$ cat config.mk
export PLATFORM = sky130hd
export DESIGN_NAME = ddr_mem_ctrl_flat
export DESIGN_NICKNAME = d
export VERILOG_FILES = /design/src/rtl/ddr_mem_ctrl_if.sv /design/src/rtl/ddr_mem_ctrl.sv /design/src/flat_wrapper.sv
export SDC_FILE = /design/constraint.sdc
export NUM_CORES = 2
export LEC_CHECK = 0
export ABC_AREA = 1
export BUFFER_PORTS_ARGS = -buffer_cell sky130_fd_sc_hd__buf_4
export CAP_MARGIN = 25
export CORE_AREA = 2 2 365 367
export DETAILED_ROUTE_END_ITERATION = 10
export DIE_AREA = 0 0 367 369
export PLACE_DENSITY = 0.49
export SLEW_MARGIN = 40
export SYNTH_ARGS = -nofsm -noshare
export SYNTH_HDL_FRONTEND = slang
export SYNTH_SLANG_ARGS = --single-unit
$ cat constraint.sdc
create_clock -name clock -period 46.9 [get_ports clock]
set_input_delay 2.345 -clock clock [delete_from_list [all_inputs] [get_ports clock]]
set_output_delay 2.345 -clock clock [all_outputs]
set_load 0.02 [all_outputs]
$ cat src/rtl/ddr_mem_ctrl_if.sv
// rtl/ddr_mem_ctrl_if.sv - core request/response and SRAM bus bundle for ddr_mem_ctrl
// slave is the controller's view; master is the core plus SRAM side.
interface ddr_mem_ctrl_if;
    logic         ddr_chip_enable;
    logic [18:0]  ddr_index;
    logic         ddr_write_enable;
    logic         ddr_burst_mode;
    logic [63:0]  ddr_opstore_write_mask;
    logic [63:0]  ddr_opstore_write_data;
    logic [63:0]  ddr_opload_read_data;
    logic [511:0] ddr_pc_read_inst;
    logic         ddr_operation_done;
    logic         ddr_ready;
    logic         mem_en;
    logic         mem_we;
    logic [18:0]  mem_addr;
    logic [63:0]  mem_wmask;
    logic [63:0]  mem_wdata;
    logic [63:0]  mem_rdata;

    modport slave (
        input  ddr_chip_enable, ddr_index, ddr_write_enable, ddr_burst_mode,
        input  ddr_opstore_write_mask, ddr_opstore_write_data, mem_rdata,
        output ddr_opload_read_data, ddr_pc_read_inst, ddr_operation_done, ddr_ready,
        output mem_en, mem_we, mem_addr, mem_wmask, mem_wdata
    );

    modport master (
        output ddr_chip_enable, ddr_index, ddr_write_enable, ddr_burst_mode,
        output ddr_opstore_write_mask, ddr_opstore_write_data, mem_rdata,
        input  ddr_opload_read_data, ddr_pc_read_inst, ddr_operation_done, ddr_ready,
        input  mem_en, mem_we, mem_addr, mem_wmask, mem_wdata
    );
endinterface

$ cat src/rtl/ddr_mem_ctrl.sv
// rtl/ddr_mem_ctrl.sv - single-request DDR latency model sequencing a 64b synchronous SRAM
// Handles single read, masked single write and 8-beat aligned burst read.
module ddr_mem_ctrl #(
    parameter int ACCESS_LATENCY = 4,
    parameter int LAT_CNT_WIDTH  = 4
) (
    input logic           clock,
    input logic           reset,
    ddr_mem_ctrl_if.slave bus
);
    typedef enum logic [2:0] {S_IDLE, S_WAIT, S_ACCESS, S_RDWAIT, S_DONE} state_t;

    state_t                   r_state;
    logic [LAT_CNT_WIDTH-1:0] r_cnt;
    logic [2:0]               r_beat;
    logic [18:0]              r_index;
    logic                     r_write;
    logic                     r_burst;
    logic [63:0]              r_mask;
    logic [63:0]              r_data;

    logic                     r_ready;
    logic                     r_done;
    logic                     r_mem_en;
    logic                     r_mem_we;
    logic [18:0]              r_mem_addr;
    logic [63:0]              r_mem_wmask;
    logic [63:0]              r_mem_wdata;
    logic [63:0]              r_rd_data;
    logic [511:0]             r_inst;

    logic                     w_accept;
    logic                     w_start;
    logic                     w_live;
    logic [18:0]              w_idx;
    logic                     w_burst;
    logic                     w_write;
    logic [63:0]              w_mask;
    logic [63:0]              w_data;
    logic [8:0]               w_slot;

    assign w_accept = (r_state == S_IDLE) && r_ready && bus.ddr_chip_enable;
    assign w_start  = (w_accept && (ACCESS_LATENCY == 0)) ||
                      ((r_state == S_WAIT) && (r_cnt == '0));

    // With zero latency the first access issues on the accept edge, before the capture registers load.
    assign w_live   = (r_state == S_IDLE);
    assign w_idx    = w_live ? bus.ddr_index : r_index;
    assign w_burst  = w_live ? bus.ddr_burst_mode : r_burst;
    assign w_write  = w_live ? (bus.ddr_write_enable & ~bus.ddr_burst_mode) : r_write;
    assign w_mask   = w_live ? bus.ddr_opstore_write_mask : r_mask;
    assign w_data   = w_live ? bus.ddr_opstore_write_data : r_data;

    // Slice of the beat whose read data is on mem_rdata this cycle.
    assign w_slot   = {r_beat - 3'd1, 6'd0};

    always_ff @(posedge clock or posedge reset) begin
        if (reset) begin
            r_state     <= S_IDLE;
            r_cnt       <= '0;
            r_beat      <= '0;
            r_index     <= '0;
            r_write     <= 1'b0;
            r_burst     <= 1'b0;
            r_mask      <= '0;
            r_data      <= '0;
            r_ready     <= 1'b0;
            r_done      <= 1'b0;
            r_mem_en    <= 1'b0;
            r_mem_we    <= 1'b0;
            r_mem_addr  <= '0;
            r_mem_wmask <= '0;
            r_mem_wdata <= '0;
            r_rd_data   <= '0;
            r_inst      <= '0;
        end else begin
            r_done      <= 1'b0;
            r_mem_en    <= 1'b0;
            r_mem_we    <= 1'b0;
            r_mem_addr  <= '0;
            r_mem_wmask <= '0;
            r_mem_wdata <= '0;

            case (r_state)
                S_IDLE: begin
                    if (w_accept) begin
                        r_index <= bus.ddr_index;
                        r_write <= bus.ddr_write_enable & ~bus.ddr_burst_mode;
                        r_burst <= bus.ddr_burst_mode;
                        r_mask  <= bus.ddr_opstore_write_mask;
                        r_data  <= bus.ddr_opstore_write_data;
                        r_ready <= 1'b0;
                        r_cnt   <= LAT_CNT_WIDTH'(ACCESS_LATENCY - 1);
                        r_state <= S_WAIT;
                    end else begin
                        r_ready <= 1'b1;
                    end
                end
                S_WAIT: begin
                    if (r_cnt != '0) begin
                        r_cnt <= r_cnt - 1'b1;
                    end
                end
                S_ACCESS: begin
                    if (r_burst) begin
                        if (r_beat != 3'd0) begin
                            r_inst[w_slot +: 64] <= bus.mem_rdata;
                        end
                        if (r_beat == 3'd7) begin
                            r_state <= S_RDWAIT;
                        end else begin
                            r_beat     <= r_beat + 3'd1;
                            r_mem_en   <= 1'b1;
                            r_mem_addr <= {r_index[18:3], r_beat + 3'd1};
                        end
                    end else if (r_write) begin
                        r_state <= S_DONE;
                        r_done  <= 1'b1;
                    end else begin
                        r_state <= S_RDWAIT;
                    end
                end
                S_RDWAIT: begin
                    if (r_burst) begin
                        r_inst[511:448] <= bus.mem_rdata;
                    end else begin
                        r_rd_data <= bus.mem_rdata;
                    end
                    r_state <= S_DONE;
                    r_done  <= 1'b1;
                end
                S_DONE: begin
                    r_state <= S_IDLE;
                    r_ready <= 1'b1;
                end
                default: begin
                    r_state <= S_IDLE;
                end
            endcase

            if (w_start) begin
                r_state     <= S_ACCESS;
                r_beat      <= 3'd0;
                r_mem_en    <= 1'b1;
                r_mem_we    <= w_write;
                r_mem_addr  <= w_burst ? {w_idx[18:3], 3'b000} : w_idx;
                r_mem_wmask <= w_write ? w_mask : 64'd0;
                r_mem_wdata <= w_write ? w_data : 64'd0;
            end
        end
    end

    assign bus.ddr_ready            = r_ready;
    assign bus.ddr_operation_done   = r_done;
    assign bus.ddr_opload_read_data = r_rd_data;
    assign bus.ddr_pc_read_inst     = r_inst;
    assign bus.mem_en               = r_mem_en;
    assign bus.mem_we               = r_mem_we;
    assign bus.mem_addr             = r_mem_addr;
    assign bus.mem_wmask            = r_mem_wmask;
    assign bus.mem_wdata            = r_mem_wdata;
endmodule

$ cat src/flat_wrapper.sv
// flat-port wrapper written by rule: the top's interface ports become plain ports
module ddr_mem_ctrl_flat 
#(
    parameter int ACCESS_LATENCY = 4,
    parameter int LAT_CNT_WIDTH  = 4
)
  (clock, reset, bus_ddr_chip_enable, bus_ddr_index, bus_ddr_write_enable, bus_ddr_burst_mode, bus_ddr_opstore_write_mask, bus_ddr_opstore_write_data, bus_mem_rdata, bus_ddr_opload_read_data, bus_ddr_pc_read_inst, bus_ddr_operation_done, bus_ddr_ready, bus_mem_en, bus_mem_we, bus_mem_addr, bus_mem_wmask, bus_mem_wdata);
  ddr_mem_ctrl_if bus_i ();
  input logic clock;
  input logic reset;
  input wire logic [$bits(bus_i.ddr_chip_enable)-1:0] bus_ddr_chip_enable;
  input wire logic [$bits(bus_i.ddr_index)-1:0] bus_ddr_index;
  input wire logic [$bits(bus_i.ddr_write_enable)-1:0] bus_ddr_write_enable;
  input wire logic [$bits(bus_i.ddr_burst_mode)-1:0] bus_ddr_burst_mode;
  input wire logic [$bits(bus_i.ddr_opstore_write_mask)-1:0] bus_ddr_opstore_write_mask;
  input wire logic [$bits(bus_i.ddr_opstore_write_data)-1:0] bus_ddr_opstore_write_data;
  input wire logic [$bits(bus_i.mem_rdata)-1:0] bus_mem_rdata;
  output wire logic [$bits(bus_i.ddr_opload_read_data)-1:0] bus_ddr_opload_read_data;
  output wire logic [$bits(bus_i.ddr_pc_read_inst)-1:0] bus_ddr_pc_read_inst;
  output wire logic [$bits(bus_i.ddr_operation_done)-1:0] bus_ddr_operation_done;
  output wire logic [$bits(bus_i.ddr_ready)-1:0] bus_ddr_ready;
  output wire logic [$bits(bus_i.mem_en)-1:0] bus_mem_en;
  output wire logic [$bits(bus_i.mem_we)-1:0] bus_mem_we;
  output wire logic [$bits(bus_i.mem_addr)-1:0] bus_mem_addr;
  output wire logic [$bits(bus_i.mem_wmask)-1:0] bus_mem_wmask;
  output wire logic [$bits(bus_i.mem_wdata)-1:0] bus_mem_wdata;
  assign bus_i.ddr_chip_enable = bus_ddr_chip_enable;
  assign bus_i.ddr_index = bus_ddr_index;
  assign bus_i.ddr_write_enable = bus_ddr_write_enable;
  assign bus_i.ddr_burst_mode = bus_ddr_burst_mode;
  assign bus_i.ddr_opstore_write_mask = bus_ddr_opstore_write_mask;
  assign bus_i.ddr_opstore_write_data = bus_ddr_opstore_write_data;
  assign bus_i.mem_rdata = bus_mem_rdata;
  assign bus_ddr_opload_read_data = bus_i.ddr_opload_read_data;
  assign bus_ddr_pc_read_inst = bus_i.ddr_pc_read_inst;
  assign bus_ddr_operation_done = bus_i.ddr_operation_done;
  assign bus_ddr_ready = bus_i.ddr_ready;
  assign bus_mem_en = bus_i.mem_en;
  assign bus_mem_we = bus_i.mem_we;
  assign bus_mem_addr = bus_i.mem_addr;
  assign bus_mem_wmask = bus_i.mem_wmask;
  assign bus_mem_wdata = bus_i.mem_wdata;
  ddr_mem_ctrl #(.ACCESS_LATENCY(ACCESS_LATENCY), .LAT_CNT_WIDTH(LAT_CNT_WIDTH)) u_core (.clock(clock), .reset(reset), .bus(bus_i));
endmodule
==> metrics.cfg <==
[logic_synthesis]
yosys.area.top_type=dfrtp_1
yosys_warnings=0
synth_mux_area_share_pct=0
yosys.area_share.simple_pct=23.4
seq_area_frac_synth_pct=61.3
yosysTopAreaCellShare_pct=61.3
synth_fa_ha_area_share_pct=0.311
ys_top_cells_by_area=dfrtp_1 61%, nand2_1 12%, o21ai_0 6.1%
avgSynthCellArea_um2=8.81
synthesis.nets=4332
synth_top_family_by_area=simple AND/OR/NAND/NOR gates
synth_cell_types=20
synth_xor_area_share_pct=0.0484
synth-compound-area-share_pct=9.40
syn_inst=4107
syn_area_mm2=0.0362
synth-seq-cells=886

[critical_path]
critical_path_arrival_ns=6.18
r2r-start=u_core.r_beat[0]$_DFFE_PP0P_
critical_path_class=input pin to asynchronous set/reset pin
rr_endpoint=u_core.bus.ddr_pc_read_inst[33]$_DFFE_PP0P_
r2r_slack_ns=42.14
crit_fanout=123
crit_path_end=u_core.bus.ddr_pc_read_inst[153]$_DFFE_PP0P_
critPathSlowestCell=buf_4
critPathTopFamily=buffers and inverters
cp.depth=8
crit_required_ns=47.70
r2r_cells=14
start_kind=input pin
setup.worst_path.end_class=asynchronous set/reset pin
slowest_delay_ns=0.64
critical_path.cell_chain=buf_4, inv_12, buf_4, buf_6, buf_6, buf_4, buf_12, buf_6
crit_path_start=reset
path_buf_inv=8

[drt]
drc=0
dr.pass1.iters=5
first_iter_violations=2437
top_layer=met5
wl_per_cell_um=22.9
wirelength_um=153000
antenna_left=0
drt-met1-wl_um=63600
wl_met3_um=12800
vias=31700
met2_length_um=72100
vias_per_cell=4.77

[global_routing]
grt_pass1_vias=30800
track_usage_pct=21.9
gr-total-overflow=0
grt_pass1_wl_um=223000
antenna_found_initial=25
grt_max_degree=124

[timing]
fin_crit_sh_pct=11.5
drv_slew=0
final_hold_viol_count=0
fin_setup_tns_ns=0
tightest_slew_ns=0.887
setup_viol_count_final=0
fin_crit_ns=5.38
rsz0062_at_grt=no
slew_headroom_pct=40.9
max_freq_mhz=186
clock_skew_ns=0.0297

[clock_tree]
clockBufferDepth=3
clock_latency_ns=0.71
post_cts_buffers=0
post_cts_resized=0
cts_made_buffers=100
clock_sinks=886
cts.reportedPaths.clkPinSlew_ns=0.06
cts-root-buf=clkbuf_16
postCtsHoldBufs=0
cts_tree=built
htreeDepth=3

[placed_design]
post-dp-hpwl_um=102000
place_congestion=0.792
dpl_cell_area_mm2=0.0446
io_buffers=942

[pwr]
p_int_w=0.00170
swShare_pct=40.8
pwr-share-seq_pct=35.2
p_switching_w=0.00117
vdd_drop_max_mv=0.0458
p_comb_share_pct=36.2
power_density_mw_per_mm2=59.8
clkPwrFrac_pct=28.5
p_leak_nw=23.2

[floorplan]
fp.dieArea_mm2=0.135
start_util_pct=27.6
core-area_mm2=0.131
rows=133
pin_count=943
die_h_um=369
die_w_um=367

[run]
drv_cap=0

[outcome]
status=complete, no violations

[finish]
fillers=13600
nets=5036
area_delta_synth_final_pct=32.9
fin_area_mm2=0.0481
drive_gt1_share_pct=24.2

[min_path]
hp-class=flip-flop to flip-flop

## stage by stage
step	setup WS, ns	hold WS, ns	cells	utilization [%]	power (W)
final	41.52	0.469	6650	36.7	0.00287
after detailed placement	40.31	0.458	6462	34.0	0.00208
after floorplan	19.65	0.442	4107	-	0.00162
after global routing	40.95	0.488	6645	36.7	0.00304
after CTS	41.12	0.473	6643	36.6	0.00291
after global placement	39.52	0.454	6457	33.9	0.00206
## registers in the layout, summed over array words and instances, names as in the netlist, 3 cells and up
signal	count
u_core.bus.ddr_opload_read_data	64
u_core.bus.ddr_pc_read_inst	512
u_core.bus.mem_addr	19
u_core.bus.mem_wdata	64
u_core.bus.mem_wmask	64
u_core.r_beat	3
u_core.r_cnt	4
u_core.r_data	64
u_core.r_index	19
u_core.r_mask	64
u_core.r_state	3
## layout by cell type (no fill, tap or decap), types with 10 or more instances in the layout
cell,count
nand2_1,1144
buf_4,961
dfrtp_1,886
o21ai_0,442
nand3_1,393
nor2_1,280
a21oi_1,194
nor3_1,127
inv_1,104
clkbuf_16,100
nand4_1,66
o21ai_1,42
clkbuf_8,27
buf_6,22
clkinv_2,19
clkbuf_1,18
nand3_4,10
## power by group through the flow
stage | Clock [W] | Combinational (W) | Sequential (W)
after floorplan | 0 | 0.000497 | 0.00112
after global placement | 0 | 0.00104 | 0.00102
after detailed placement | 0 | 0.00105 | 0.00102
after CTS | 0.000838 | 0.00105 | 0.00101
final | 0.000820 | 0.00104 | 0.00101
after global routing | 0.000866 | 0.00114 | 0.00103
## cells in the mapped netlist, drive strengths merged
cell	number
nand4	66
nor2	283
clkbuf	329
buf	60
o21ai	484
ha	9
inv	111
dfrtp	886
clkinv	2
nor3	128
xor2	2
a21oi	195
nand2	1149
nand3	403
## routing by layer
layer	global-route usage, %	vias to the layer above
met5	0	-
met4	5.93	40
met3	6.87	210
met2	35.4	1093
met1	28.3	15600
li1	-	14800
## kinds of logic (layout without fill, tap and decap cells)
kind of cell,after synthesis,in the layout
buffers and inverters,502,1285
DFF,886,886
adders and majority gates,9,9
and+or+nand+nor,2029,2029
other,0,5
xor gates and xnor gates,2,2
AOI/OAI and AO/OA,679,679
## area by class of cell
cell class | count | area [µm²] | share of cell area (%)
tap | 1755 | 2200 | 4.57
sequential | 886 | 22200 | 46.1
antenna | 5 | 12.5 | 0.0260
clock buffer | 145 | 2940 | 6.12
inverter | 113 | 469 | 0.976
timing repair buffer | 991 | 7640 | 15.9
clock inverter | 36 | 458 | 0.952
multi-input combinational | 2719 | 12200 | 25.4
## tightest hold or removal path: stages, from the launching register on
cell and delay, ns:
dfrtp_1 0.34, nand2_1 0.05, nand2_1 0.05
## how the worst min path moves through the flow
stage / start / endpoint / depth (start not counted)
floorplan: u_core.r_data[0]$_DFFE_PP0P_ / u_core.r_data[0]$_DFFE_PP0P_ / 2
global placement: u_core.r_data[56]$_DFFE_PP0P_ / u_core.r_data[56]$_DFFE_PP0P_ / 2
CTS: u_core.r_data[1]$_DFFE_PP0P_ / u_core.r_data[1]$_DFFE_PP0P_ / 2
detailed placement: u_core.r_data[24]$_DFFE_PP0P_ / u_core.r_data[24]$_DFFE_PP0P_ / 2
global route: u_core.r_data[36]$_DFFE_PP0P_ / u_core.r_data[36]$_DFFE_PP0P_ / 2
finish: u_core.r_data[1]$_DFFE_PP0P_ / u_core.r_data[1]$_DFFE_PP0P_ / 2
No activity file was read; power rests on OpenSTA's default activity.
